File: config.mk
export PLATFORM = sky130hd
export DESIGN_NAME = recursive_doubling_adder
export DESIGN_NICKNAME = d
export VERILOG_FILES = /design/src/rtl/fp_pkg.sv /design/src/rtl/gp_prefix_cell.sv /design/src/rtl/recursive_doubling_adder.sv
export SDC_FILE = /design/constraint.sdc
export NUM_CORES = 1
export LEC_CHECK = 0
export ABC_AREA = 1
export BUFFER_PORTS_ARGS = -buffer_cell sky130_fd_sc_hd__clkbuf_2
export CAP_MARGIN = 20
export CORE_ASPECT_RATIO = 0.75
export CORE_MARGIN = 2
export CORE_UTILIZATION = 40
export CTS_BUF_LIST = sky130_fd_sc_hd__clkbuf_2
export DETAILED_ROUTE_END_ITERATION = 8
export GPL_TIMING_DRIVEN = 0
export SYNTH_ARGS = -nofsm -noshare
export SYNTH_HDL_FRONTEND = slang
export SYNTH_SLANG_ARGS = --single-unit
File: constraint.sdc
create_clock -name clk -period 0.9 [get_ports clk]
set_input_delay 0.18 -clock clk [delete_from_list [all_inputs] [get_ports clk]]
set_output_delay 0.18 -clock clk [all_outputs]
set_load 0.02 [all_outputs]
File: src/rtl/fp_pkg.sv
// rtl/fp_pkg.sv - shared single-precision FP adder constants and helpers
package fp_pkg;

    localparam int SP_WIDTH = 32;
    localparam int EXP_W    = 8;
    localparam int MANT_W   = 23;

    // Ceiling log2, usable in constant expressions.
    function automatic int clog2_f(input int n);
        int r;
        int v;
        r = 0;
        v = 1;
        while (v < n) begin
            v = v * 2;
            r = r + 1;
        end
        return r;
    endfunction

endpackage

File: src/rtl/gp_prefix_cell.sv
// rtl/gp_prefix_cell.sv - generate/propagate combine cell for the prefix tree
module gp_prefix_cell (
    input  logic gi,
    input  logic pi,
    input  logic gj,
    input  logic pj,
    output logic g,
    output logic p
);

    assign g = gi | (pi & gj);
    assign p = pi & pj;

endmodule

File: src/rtl/recursive_doubling_adder.sv
// rtl/recursive_doubling_adder.sv - pipelined Kogge-Stone adder for the FP mantissa path
module recursive_doubling_adder
    import fp_pkg::*;
#(
    parameter int WIDTH = 32
) (
    input  logic             clk,
    input  logic             rst_n,
    input  logic [WIDTH-1:0] a,
    input  logic [WIDTH-1:0] b,
    output logic [WIDTH-1:0] sum,
    output logic             cout
);

    localparam int LEVELS = clog2_f(WIDTH);

    // Stage register k holds G/P after k prefix levels; h rides alongside.
    logic [LEVELS-1:0][WIDTH-1:0] g_q;
    logic [LEVELS-1:0][WIDTH-1:0] p_q;
    logic [LEVELS-1:0][WIDTH-1:0] h_q;

    logic [LEVELS:1][WIDTH-1:0]   g_nx;
    logic [LEVELS:1][WIDTH-1:0]   p_nx;

    logic [WIDTH-1:0]             carry;
    logic [WIDTH-1:0]             sum_nx;
    logic                         unused_p;

    for (genvar k = 1; k <= LEVELS; k++) begin : g_level
        localparam int D = 1 << (k - 1);
        for (genvar i = 0; i < WIDTH; i++) begin : g_bit
            if (i >= D) begin : g_cell
                gp_prefix_cell u_cell (
                    .gi (g_q[k-1][i]),
                    .pi (p_q[k-1][i]),
                    .gj (g_q[k-1][i-D]),
                    .pj (p_q[k-1][i-D]),
                    .g  (g_nx[k][i]),
                    .p  (p_nx[k][i])
                );
            end else begin : g_pass
                assign g_nx[k][i] = g_q[k-1][i];
                assign p_nx[k][i] = p_q[k-1][i];
            end
        end
    end

    // Final-level propagate is not needed once every carry is resolved.
    assign unused_p = ^p_nx[LEVELS];

    assign carry  = g_nx[LEVELS];
    assign sum_nx = h_q[LEVELS-1] ^ {carry[WIDTH-2:0], 1'b0};

    always_ff @(posedge clk or negedge rst_n) begin
        if (!rst_n) begin
            g_q  <= '0;
            p_q  <= '0;
            h_q  <= '0;
            sum  <= '0;
            cout <= 1'b0;
        end else begin
            g_q[0] <= a & b;
            p_q[0] <= a ^ b;
            h_q[0] <= a ^ b;
            for (int k = 1; k < LEVELS; k++) begin
                g_q[k] <= g_nx[k];
                p_q[k] <= p_nx[k];
                h_q[k] <= h_q[k-1];
            end
            sum  <= sum_nx;
            cout <= carry[WIDTH-1];
        end
    end

endmodule

## Yosys cells after proc, flatten, opt, wreduce, memory -nomap -nowiden

Cells that the tools add are included.

| cells by class | value |
|---|---|
| bitwise logic cells | 374 |

Operators by type and width:

| cell | count |
|---|---|
| $and 1x1->1 | 242 |
| $or 1x1->1 | 129 |
| $xor 32x32->32 | 2 |
| $and 32x32->32 | 1 |

| storage, ports and cells | value |
|---|---|
| output and inout port bits | 33 |
| input bits | 66 |
| word-level logic and storage cells | 390 |
| bits in registers | 481 |

## Longest topological paths before layout

| logic depth | value |
|---|---|
| word-level depth | 3 |
| depth in mapped cells | 4 |
| depth with buffers taken out | 4 |

## Cells and area by module

From an unflattened synthesis, not the netlist that was laid out.

| second synthesis, totals | value |
|---|---|
| cells, all modules | 1309 |
| area total of the unflattened synthesis | 15339.7 um^2 |

By module, submodules not included:

| module | instances | seq. area each (um^2) | cells each | area each (um^2) |
|---|---|---|---|---|
| recursive_doubling_adder | 1 | 11936.4 | 664 | 12918.6 |
| gp_prefix_cell | 129 | 0.0 | 5 | 18.8 |

## Worst setup path after synthesis

Ideal clock, no wire load.

| timing | value |
|---|---|
| path kind | reg2reg |
| start point | register g_q (netlist bit carry[0]) |
| end point | register sum[17] |
| period minus slack after synthesis | 681 ps |
| library setup time | 116 ps |
| stages on the path, launching flop included | 5 |
| arrival time | 564 ps |
| setup slack | 219 ps |
| data required time | 784 ps |
| buffers on the path | 0 |
| path through | dfrtp_1 nand2_1 nand2_1 nand2_1 nand2_1 |

| on the way | value |
|---|---|
| word-level cells in the longest chain between the ends | 3 |

RTL lines:

| item | line | text |
|---|---|---|
| start, declared | recursive_doubling_adder.sv:18 | `logic [LEVELS-1:0][WIDTH-1:0] g_q;` |
| start signal, assigned by index | recursive_doubling_adder.sv:66 | `g_q[k] <= g_nx[k];` |
| $and 1x1->1 | gp_prefix_cell.sv:11 | `assign g = gi \| (pi & gj);` |
| $or 1x1->1 | gp_prefix_cell.sv:11 |  |
| $xor 32x32->32 | recursive_doubling_adder.sv:52 | `assign sum_nx = h_q[LEVELS-1] ^ {carry[WIDTH-2:0], 1'b0};` |
| net sum_nx[17] | recursive_doubling_adder.sv:26 | `logic [WIDTH-1:0] sum_nx;` |
| end signal, assigned | recursive_doubling_adder.sv:70 | `sum <= sum_nx;` |
| end, declared | recursive_doubling_adder.sv:11 | `output logic [WIDTH-1:0] sum,` |

The timed path passes the listed nets, and every way through them passes these cells.

## Worst setup path after layout

| timing | value |
|---|---|
| start point | register sum[15] |
| end point | output port sum[15] |

No word-level cell between the ends.

==> flow_metrics.env <==
export IMPL_dr_first_iter_drc_count=386
export IMPL_timing_critical_path_from="sum[15]$_DFF_PN0_"
export IMPL_ys_types=7
export IMPL_tritoncts="yes"
export IMPL_cp_arrival_ps=1450
export IMPL_start_kind="flip-flop"
export IMPL_powerDensity_mw_per_mm2=2220
export IMPL_antenna_found_initial=1
export IMPL_ant_nets=0
export IMPL_total_power_uw=39300
export IMPL_synthesis_nets=1150
export IMPL_rrSetupSlack_ps=20
export IMPL_rows=59
export IMPL_vias=7838
export IMPL_avgSynthCellArea_sq_um=13.4
export IMPL_ys_ff_latch=451
export IMPL_p_int_uw=29100
export IMPL_dp_hpwl_um=15900
export IMPL_pwr_share_comb_pct=8.4
export IMPL_critPathRequiredTime_ps=720
export IMPL_hp_class="input pin to asynchronous set/reset pin"
export IMPL_cts_sinks=451
export IMPL_grt_max_degree=116
export IMPL_gp_congestion=0.767
export IMPL_clockRootBuffer="clkbuf_2"
export IMPL_dr_pass1_iters=4
export IMPL_syn2layout_area_growth_pct=25.9
export IMPL_violations="negative hold slack, negative setup slack"
export IMPL_clkPwrFrac_pct=32.4
export IMPL_rr_endpoint="sum[23]$_DFF_PN0_"
export IMPL_period_share_pct=182
export IMPL_post_place_ws_ps=-704
export IMPL_clkTransAtPathRegs_ps=110
export IMPL_crit_fanout=1
export IMPL_pwr_share_seq_pct=59.2
export IMPL_peakVddDrop_mv=1.14
export IMPL_clock_fmax_ghz=0.612
export IMPL_hold_buffers=128
export IMPL_r2r_start="carry[6]$_DFF_PN0_"
export IMPL_worst_pin_slew_ps=597
export IMPL_critPathSlowestCell="dfrtp_1"
export IMPL_maxCapViolCount=0
export IMPL_leakage_uw=0.0100
export IMPL_switchingPower_uw=10300
export IMPL_initial_utilization_pct=40.6
export IMPL_drc=0
export IMPL_crit_type="flip-flop to output pin"
export IMPL_synthCells=1052
export IMPL_maxSlewViolCount=0
export IMPL_nets=1487
export IMPL_p_sw_share_pct=26.1
export IMPL_synth_area_sq_mm=0.0141
export IMPL_finalWorstSetupSlack_ps=-735
export IMPL_setup_tns_final_ps=-23170
export IMPL_rsz0062_at_grt="yes"
export IMPL_path_cells="buf_6"
export IMPL_die_area_sq_mm=0.0368
export IMPL_wire_per_inst_um=13.2
export IMPL_final_core_util_pct=51.1
export IMPL_wl_um=25400
export IMPL_h_tree_depth=3
export IMPL_outcome="complete, but fails checks"
export IMPL_grt_pass1_wl_um=41900
export IMPL_hold_slack_ps=-749
export IMPL_final_common_cell="dfrtp_1"
export IMPL_final_cell_mix="dfrtp_1, nand2_1, clkbuf_2"
export IMPL_track_usage_pct=14.9
export IMPL_drive_above_1_share_pct=18.2
export IMPL_hold_viol_final=365
export IMPL_setup_viol=42
export IMPL_grt_pass1_vias=8587
export IMPL_cts_path_max_buffers=3
export IMPL_io_buffers=98
export IMPL_cts_buffers=103
export IMPL_slew_headroom_pct=60.2
export IMPL_cp_end_kind="output pin"
export IMPL_critPathMaxStageDelay_ps=390
export IMPL_viasPerCell=4.08
export IMPL_yosysSeqAreaShare_pct=80.1
export IMPL_ff2ff_path_depth=4
export IMPL_core_sq_mm=0.0347
export IMPL_finClkSkew_ps=58.4
export IMPL_die_w_um=221
export IMPL_die_h_um=167
export IMPL_clk_latency_ps=940
export IMPL_yosysWarnings=0
export IMPL_critPathTopFamily="flip-flops"
export IMPL_final_min_clock_period_ps=1630
export IMPL_ios=99
export IMPL_grt_overflow=0
export IMPL_path_buf_inv=1
==> layout make-up <==
| cell class | count | area (sq um) |
|---|---|---|
| multi-input cells | 404 | 2080 |
| well taps | 457 | 572 |
| repair buffers | 232 | 2110 |
| diodes | 1 | 2.50 |
| clock inverters | 31 | 205 |
| inverters | 197 | 739 |
| flip-flops and latches | 451 | 11300 |
| clock buffers | 150 | 751 |
| fillers | 3018 | 17000 |
==> Yosys cell counts (all sizes together) <==
cell	instances	share of area, %
a21o	45	2.4
dfrtp	451	80
ha	32	2.8
inv	197	5.2
nand2	296	7.9
nand3	15	0.53
xor2	16	0.99
==> cell families (layout without fill, tap and decap cells) <==
family | count (synthesis) | in the layout | share of synthesized area, %
fa+ha+maj | 32 | 32 | 2.84
compound gates | 45 | 45 | 2.40
flops | 451 | 451 | 80.1
buf+inv | 197 | 610 | 5.25
simple gates | 311 | 311 | 8.42
xor+xnor | 16 | 16 | 0.995
other cells | 0 | 1 | 0
==> per-stage QoR <==
| stage | area, sq um | hold WS (ps) | instances |
|---|---|---|---|
| global placement | 15200 | 331 | 1607 |
| global route | 17700 | -822 | 1923 |
| finish | 17700 | -749 | 1923 |
| CTS | 17500 | -848 | 1921 |
| detailed placement | 15300 | 217 | 1611 |
| floorplan | 14100 | -116 | 1052 |
==> power by group through the flow <==
stage	registers (uW)	clock network (uW)	logic, uW
after floorplan	23600	0	942
after global placement	23700	0	2400
after detailed placement	23700	0	2520
after CTS	23300	13400	2970
after global routing	23500	14400	3730
final	23300	12800	3290
==> flip-flops by register name (all words and copies together), names as in the netlist <==
signal / flops
h_q: 157
cout: 1
g_nx: 15
g_q: 129
sum: 32
p_q: 98
p_nx: 3
carry: 16
==> worst max path at each step <==
stage | to | slack (ps) | cells past startpoint
floorplan | sum[17]$_DFF_PN0_ | 220 | 4
global placement | h_q[21]$_DFF_PN0_ | -10090 | 1
detailed placement | g_q[21]$_DFF_PN0_ | -700 | 3
CTS | sum[15] | -860 | 1
global route | sum[15] | -880 | 1
finish | sum[15] | -730 | 1
==> layer usage <==
metal | vias up | wire length, um | global-route usage [%]
met2 | 157 | 11600 | 22.0
met1 | 3767 | 12000 | 20.6
met3 | 60 | 1170 | 4.20
met5 | - | 0 | 0
li1 | 3854 | - | -
met4 | 0 | 627 | 6.46
==> what timing repair did <==
action / 4_1_cts / 5_1_grt
resized for setup: 2 / 102
endpoints found under the hold margin: 429 / 365
pin swaps: 0 / 1
setup buffers: 1 / 1
endpoints found under the setup margin: 35 / 35
gates cloned: 0 / 0
(Power assumes the default switching activity.)
